### config.mk
export PLATFORM = sky130hd
export DESIGN_NAME = tile_fetch_arbiter
export DESIGN_NICKNAME = d
export VERILOG_FILES = /design/src/rtl/tile_fetch_arbiter.sv
export SDC_FILE = /design/constraint.sdc
export NUM_CORES = 1
export LEC_CHECK = 0
export BUFFER_PORTS_ARGS = -buffer_cell sky130_fd_sc_hd__buf_4
export CAP_MARGIN = 20
export CORE_MARGIN = 3
export CORE_UTILIZATION = 45
export CTS_CLUSTER_SIZE = 40
export DETAILED_ROUTE_END_ITERATION = 8
export PLACE_DENSITY = 0.68
export SYNTH_ARGS = -nofsm -noshare
export SYNTH_HDL_FRONTEND = slang
export SYNTH_SLANG_ARGS = --single-unit
### constraint.sdc
create_clock -name clk_i -period 2.7 [get_ports clk_i]
set_clock_uncertainty 0.2 [all_clocks]
set_input_delay 0.675 -clock clk_i [delete_from_list [all_inputs] [get_ports clk_i]]
set_output_delay 0.675 -clock clk_i [all_outputs]
set_load 0.02 [all_outputs]
### src/rtl/tile_fetch_arbiter.sv
// tile_fetch_arbiter
//   Fetches maze tile codes from the shared map RAM one tile ahead of the
//   beam, so the wall-sprite renderer always has sprite_code/sx/sy ready for
//   the pixel being drawn. The same single RAM port also carries game-logic
//   tile writes (pellet/wall updates). Display prefetch always wins over a
//   write.
//
// Ports
//   clk_i           system clock
//   rst_ni          asynchronous active-low reset
//   pix_ce_i        pixel strobe, at least 4 clocks apart
//   pix_x_i/pix_y_i current pixel coordinates, valid with pix_ce_i
//   wr_req_i        game-logic write request, held until wr_ack_o
//   wr_addr_i       tile index row*MAP_COLS+col
//   wr_data_i       new sprite code
//   wr_ack_o        one-clock pulse, write performed (or dropped if out of range)
//   ram_addr_o      map RAM address
//   ram_we_o        map RAM write enable
//   ram_wdata_o     map RAM write data
//   ram_rdata_i     map RAM read data, one clock synchronous latency
//   sx_o/sy_o       pixel position inside the current tile
//   sprite_code_o   tile code for the current pixel, 0 outside the maze
//   map_active_o    current pixel lies inside the maze window
module tile_fetch_arbiter #(
    parameter int unsigned MAP_X0   = 208,
    parameter int unsigned MAP_Y0   = 116,
    parameter int unsigned MAP_COLS = 28,
    parameter int unsigned MAP_ROWS = 31,
    parameter int unsigned ADDR_W   = 10,
    parameter int unsigned COORD_W  = 10
) (
    input  logic               clk_i,
    input  logic               rst_ni,
    input  logic               pix_ce_i,
    input  logic [COORD_W-1:0] pix_x_i,
    input  logic [COORD_W-1:0] pix_y_i,
    input  logic               wr_req_i,
    input  logic [ADDR_W-1:0]  wr_addr_i,
    input  logic [3:0]         wr_data_i,
    output logic               wr_ack_o,
    output logic [ADDR_W-1:0]  ram_addr_o,
    output logic               ram_we_o,
    output logic [3:0]         ram_wdata_o,
    input  logic [3:0]         ram_rdata_i,
    output logic [2:0]         sx_o,
    output logic [2:0]         sy_o,
    output logic [3:0]         sprite_code_o,
    output logic               map_active_o
);

    // One extra bit so x+1 and the window upper bounds never overflow.
    localparam int unsigned CW = COORD_W + 1;
    localparam logic [CW-1:0] X_LO = CW'(MAP_X0);
    localparam logic [CW-1:0] X_HI = CW'(MAP_X0 + 8 * MAP_COLS);
    localparam logic [CW-1:0] Y_LO = CW'(MAP_Y0);
    localparam logic [CW-1:0] Y_HI = CW'(MAP_Y0 + 8 * MAP_ROWS);
    localparam logic [ADDR_W:0] TILE_COUNT = (ADDR_W + 1)'(MAP_COLS * MAP_ROWS);

    typedef enum logic [1:0] {IDLE, FETCH, CAPTURE, WRITE} state_e;

    state_e             state_q;
    logic               fetchPend_q;
    logic [ADDR_W-1:0]  fetchAddr_q;
    logic [3:0]         nextCode_q;
    logic [ADDR_W-1:0]  ramAddr_q;
    logic               ramWe_q;
    logic [3:0]         ramWdata_q;
    logic               wrAck_q;

    logic [2:0]         sx_q, sx_d;
    logic [2:0]         sy_q, sy_d;
    logic [3:0]         code_q, code_d;
    logic               active_q, active_d;

    logic [CW-1:0]      xExt, yExt, xNext, ly, lxNext;
    logic [2:0]         lxLow;
    logic               xIn, yIn, xNextIn, inMap, trigger, wrInRange;
    logic [ADDR_W-1:0]  fetchAddrCalc;

    // Window decode and fetch trigger. The fetch for a tile is launched on
    // the pixel just before it, so the code is ready when the beam arrives.
    // The local offsets are only meaningful when the matching in-window
    // flag is set.
    always_comb begin
        xExt          = {1'b0, pix_x_i};
        yExt          = {1'b0, pix_y_i};
        xNext         = xExt + CW'(1);
        ly            = yExt - Y_LO;
        lxNext        = xNext - X_LO;
        lxLow         = 3'(xExt - X_LO);
        xIn           = (xExt >= X_LO) && (xExt < X_HI);
        yIn           = (yExt >= Y_LO) && (yExt < Y_HI);
        xNextIn       = (xNext >= X_LO) && (xNext < X_HI);
        inMap         = xIn && yIn;
        trigger       = pix_ce_i && yIn && xNextIn && (lxNext[2:0] == 3'd0);
        fetchAddrCalc = ADDR_W'(ly >> 3) * ADDR_W'(MAP_COLS) + ADDR_W'(lxNext >> 3);
        wrInRange     = {1'b0, wr_addr_i} < TILE_COUNT;
    end

    // Pixel outputs change only on a pixel strobe. The sprite code switches
    // to the prefetched value at the first column of each tile and is held
    // for the remaining seven columns.
    always_comb begin
        sx_d     = sx_q;
        sy_d     = sy_q;
        code_d   = code_q;
        active_d = active_q;
        if (pix_ce_i) begin
            if (inMap) begin
                sx_d     = lxLow;
                sy_d     = ly[2:0];
                active_d = 1'b1;
                if (lxLow == 3'd0) begin
                    code_d = nextCode_q;
                end
            end else begin
                sx_d     = 3'd0;
                sy_d     = 3'd0;
                code_d   = 4'd0;
                active_d = 1'b0;
            end
        end
    end

    always_ff @(posedge clk_i or negedge rst_ni) begin
        if (!rst_ni) begin
            sx_q     <= 3'd0;
            sy_q     <= 3'd0;
            code_q   <= 4'd0;
            active_q <= 1'b0;
        end else begin
            sx_q     <= sx_d;
            sy_q     <= sy_d;
            code_q   <= code_d;
            active_q <= active_d;
        end
    end

    // RAM port arbiter. The RAM-side outputs are registered together with the
    // state they belong to, so they are valid for the whole cycle spent in
    // that state. A write is never granted on the edge that raises a fetch,
    // which keeps the fetch's E0..E3 schedule intact.
    always_ff @(posedge clk_i or negedge rst_ni) begin
        if (!rst_ni) begin
            state_q     <= IDLE;
            fetchPend_q <= 1'b0;
            fetchAddr_q <= '0;
            nextCode_q  <= 4'd0;
            ramAddr_q   <= '0;
            ramWe_q     <= 1'b0;
            ramWdata_q  <= 4'd0;
            wrAck_q     <= 1'b0;
        end else begin
            ramWe_q    <= 1'b0;
            ramWdata_q <= 4'd0;
            wrAck_q    <= 1'b0;
            case (state_q)
                IDLE: begin
                    if (fetchPend_q) begin
                        state_q     <= FETCH;
                        fetchPend_q <= 1'b0;
                        ramAddr_q   <= fetchAddr_q;
                    end else if (wr_req_i && !trigger) begin
                        state_q    <= WRITE;
                        ramAddr_q  <= wr_addr_i;
                        ramWdata_q <= wr_data_i;
                        ramWe_q    <= wrInRange;
                        wrAck_q    <= 1'b1;
                    end else begin
                        ramAddr_q <= '0;
                    end
                end
                FETCH: begin
                    state_q <= CAPTURE;
                end
                CAPTURE: begin
                    nextCode_q <= ram_rdata_i;
                    state_q    <= IDLE;
                    ramAddr_q  <= '0;
                end
                WRITE: begin
                    if (fetchPend_q) begin
                        state_q     <= FETCH;
                        fetchPend_q <= 1'b0;
                        ramAddr_q   <= fetchAddr_q;
                    end else begin
                        state_q   <= IDLE;
                        ramAddr_q <= '0;
                    end
                end
                default: begin
                    state_q   <= IDLE;
                    ramAddr_q <= '0;
                end
            endcase
            // A new trigger takes precedence over the pending-flag clear above.
            if (trigger) begin
                fetchPend_q <= 1'b1;
                fetchAddr_q <= fetchAddrCalc;
            end
        end
    end

    assign wr_ack_o      = wrAck_q;
    assign ram_addr_o    = ramAddr_q;
    assign ram_we_o      = ramWe_q;
    assign ram_wdata_o   = ramWdata_q;
    assign sx_o          = sx_q;
    assign sy_o          = sy_q;
    assign sprite_code_o = code_q;
    assign map_active_o  = active_q;

endmodule

==> metrics.yaml <==
clock_network:
  cts-htree-levels: 2
  cts-root-buf: "clkbuf_8"
  cts_sinks: 44
  cts_tree: "yes"
  cts-buffers-inserted: 5
  clock_latency_ns: 0.29
  cts_hold_buf: 0
  clock_path_buffers: 2
  path_clk_slew_ns: 0.08
die:
  core.rowCount: 30
  io_pins: 69
  start_util: 0.476
  dieArea_um2: 8400
  die_x_um: 91.7
  core_area_um2: 6940
  die_h_um: 91.7
worst_setup_path:
  crit_end: "fetchAddr_q[9]"
  cp-end-kind: "flop"
  max_stage_delay_ns: 0.56
  r2r_cells: 7
  cp_max_fo: 4
  rr_endpoint: "ram_addr_o[2]"
  crit_chain: "buf_12 > inv_12 > ha_4 > xnor2_2 > inv_1 > fa_1 > inv_1 > ha_2 > inv_2 > fa_2 > inv_2 > ha_4 > o21ai_1 > nor2_1 > or4_1 > o2111ai_2 > xor3_1 > mux2_4"
  crit_start: "pix_y_i[3]"
  worstSetupStartpointType: "input pin"
  r2r_slack_ns: 0.82
  path_class: "input pin to flop"
  cp.required_ns: 2.68
  cp_data_arrival_time_ns: 3.83
  r2r-start: "state_q[0]"
  cp_slowest_cell: "fa_2"
power:
  switching_power_mw: 1.19
  p_int_mw: 2.02
  p_leak_nw: 2.49
  combPwrFrac: 0.586
  seqPwrFrac: 0.281
  power.share.switching: 0.371
  peakVddDrop_uv: 326
  p_clk_frac: 0.133
  p_per_area_nw_per_um2: 627
place:
  dpl.hpwl_um: 6620
  place_ws_ns: -1.84
  place_inst: 579
  gp_congestion: 0.847
  io_buffers: 68
  place_area_um2: 4650
logic_synthesis:
  seq_area_frac_synth: 0.333
  synthArstFlopShare: 1.00
  synth_flop_cell: "dfrtp_1"
  synthSimpleGateAreaFrac: 0.145
  synth_top_family_by_area: "compound AO/OA/AOI/OAI gates"
  syn_inst: 347
  synth_area_leaders: "dfrtp_1 33%, ha_1 9.5%, xnor2_1 5.0%"
  netlist_area_um2: 3300
  synth.distinct_cells: 58
  ys_warn_count: 0
  ys_ff_latch: 44
  synth_mux_area_frac: 0.0640
  synth_xor_area_frac: 0.0735
  syn_avg_cell_area_um2: 9.52
  synth_nets: 421
  synth_fa_ha_area_frac: 0.137
  synth_enable_flop_cells: 0
  synth_top_cell_by_area: "dfrtp_1"
  synth-compound-area-share: 0.178
  synth_top_area_frac: 0.333
timing:
  final.period_utilization: 1.43
  min_period_ns: 3.85
  finalMaxSlewViolations: 0
  slew_headroom: 0.636
  rsz0062_at_grt: "true"
  tightest_slew_ns: 0.546
  fmax_mhz: 260
  hold_viol: 0
  setup_viol: 20
  fin_ws_ns: -1.15
final_layout:
  drive_gt1_frac: 0.475
  area_delta_synth_final_pct: 55.1
  layout_commonest_cell: "buf_4"
  instances_no_fill: 601
  layout_common_cells: "151 x buf_4, 44 x dfrtp_1, 29 x inv_1"
  final_cell_area_um2: 5120
  diodes: 0
  finalNetCount: 578
outcome:
  status: "finished, violations left"
  violations: "negative setup slack"
global_routing:
  grt_pass1_vias: 3153
  grt_usage: 0.212
  grt_max_degree: 45
  gr-total-overflow: 0
  grt_pass1_wl_um: 14600
  antenna_found_initial: 0
min_path:
  min_path_type: "input pin to asynchronous set/reset pin"
routing:
  dr.pass1.iters: 4
  drcViolationCount: 0
  wl_per_cell_um: 14.4
  antenna_left: 0
  dr.first_iter.drc_count: 88
  viasPerCell: 5.13
  dr_total_vias: 3084
  routed_wl_um: 8640
run:
  maxCapViolations: 0
power groups by stage:
stage	sequential (mW)	combinational (mW)	clock, mW
2_1_floorplan	0.971	0.989	0
3_3_place_gp	0.909	1.66	0
3_5_place_dp	0.913	1.70	0
4_1_cts	0.901	1.82	0.435
5_1_grt	0.922	2.08	0.458
6_report	0.901	1.88	0.429
worst max-delay path, delay by kind of cell:
kind	cells	cell delay [ns]
AND/OR/NAND/NOR	2	0.49
XOR/XNOR	2	0.38
multiplexers	1	0.26
buffers and inverters	6	0.35
AO/OA/AOI/OAI	2	0.15
adder cells (fa/ha/maj)	5	1.51
Yosys cell counts, types with 7 or more instances:
library cell	n
a21oi_1	9
a22oi_1	12
and3_1	10
clkbuf_1	7
dfrtp_1	44
fa_1	7
ha_1	25
inv_1	35
mux2_2	9
nand2_1	17
nand3_1	17
nor2_1	22
o21ai_0	20
o22ai_1	7
xnor2_1	19
worst min-delay path by stage:
| stage | slack [ns] | start | end |
|---|---|---|---|
| 6_report | 0.16 | rst_ni | fetchAddr_q[9] |
| 5_1_grt | 0.20 | rst_ni | fetchAddr_q[9] |
| 4_1_cts | 0.18 | rst_ni | ram_addr_o[9] |
| 3_5_place_dp | 0.28 | nextCode_q[1] | sprite_code_o[1] |
| 3_3_place_gp | 0.28 | nextCode_q[2] | sprite_code_o[2] |
| 2_1_floorplan | 0.18 | rst_ni | fetchAddr_q[0] |
layer usage:
metal / global-route usage / wire (um)
met1: 0.285 / 3850
met2: 0.357 / 4290
met3: 0.0345 / 356
met4: 0.0503 / 135
met5: 0 / 0
metrics by stage:
step	power, mW	utilization	TNS, ns	hold WS, ns
5_1_grt	3.46	0.738	-7.67	0.198
2_1_floorplan	1.96	-	-5.40	0.179
3_3_place_gp	2.57	0.670	-14.53	0.276
4_1_cts	3.15	0.717	-5.90	0.183
3_5_place_dp	2.61	0.670	-15.77	0.282
6_report	3.21	0.738	-5.56	0.161
flip-flops by register name, summed over array words and instances (netlist names):
signal / cells
wr_ack_o: 1
ram_wdata_o: 4
ram_we_o: 1
ram_addr_o: 10
sy_o: 3
fetchPend_q: 1
sprite_code_o: 4
state_q: 2
map_active_o: 1
nextCode_q: 4
sx_o: 3
fetchAddr_q: 10
cell families (layout without fill, tap and decap cells):
logic type               Yosys count  in the layout
AO/OA/AOI/OAI                     85             85
XOR/XNOR                          26             26
adder cells (fa/ha/maj)           32             32
buffers and inverters             52            210
flip-flops                        44             44
multiplexers                      17             17
AND/OR/NAND/NOR                   91             91
timing repair:
item	CTS	global route
cloned	1	0
pin swaps	23	8
gates resized for setup	35	21
endpoints found under the setup margin	20	28
setup buffers	8	6
final cells by class:
| type | instances | area [um^2] |
|---|---|---|
| Clock buffer | 6 | 82.6 |
| Clock inverter | 2 | 10.0 |
| Fill cell | 476 | 1820 |
| Inverter | 35 | 151 |
| Multi-Input combinational cell | 251 | 2300 |
| Sequential cell | 44 | 1100 |
| Tap cell | 96 | 120 |
| Timing Repair Buffer | 167 | 1360 |
Power figures use the tool's default switching activity.
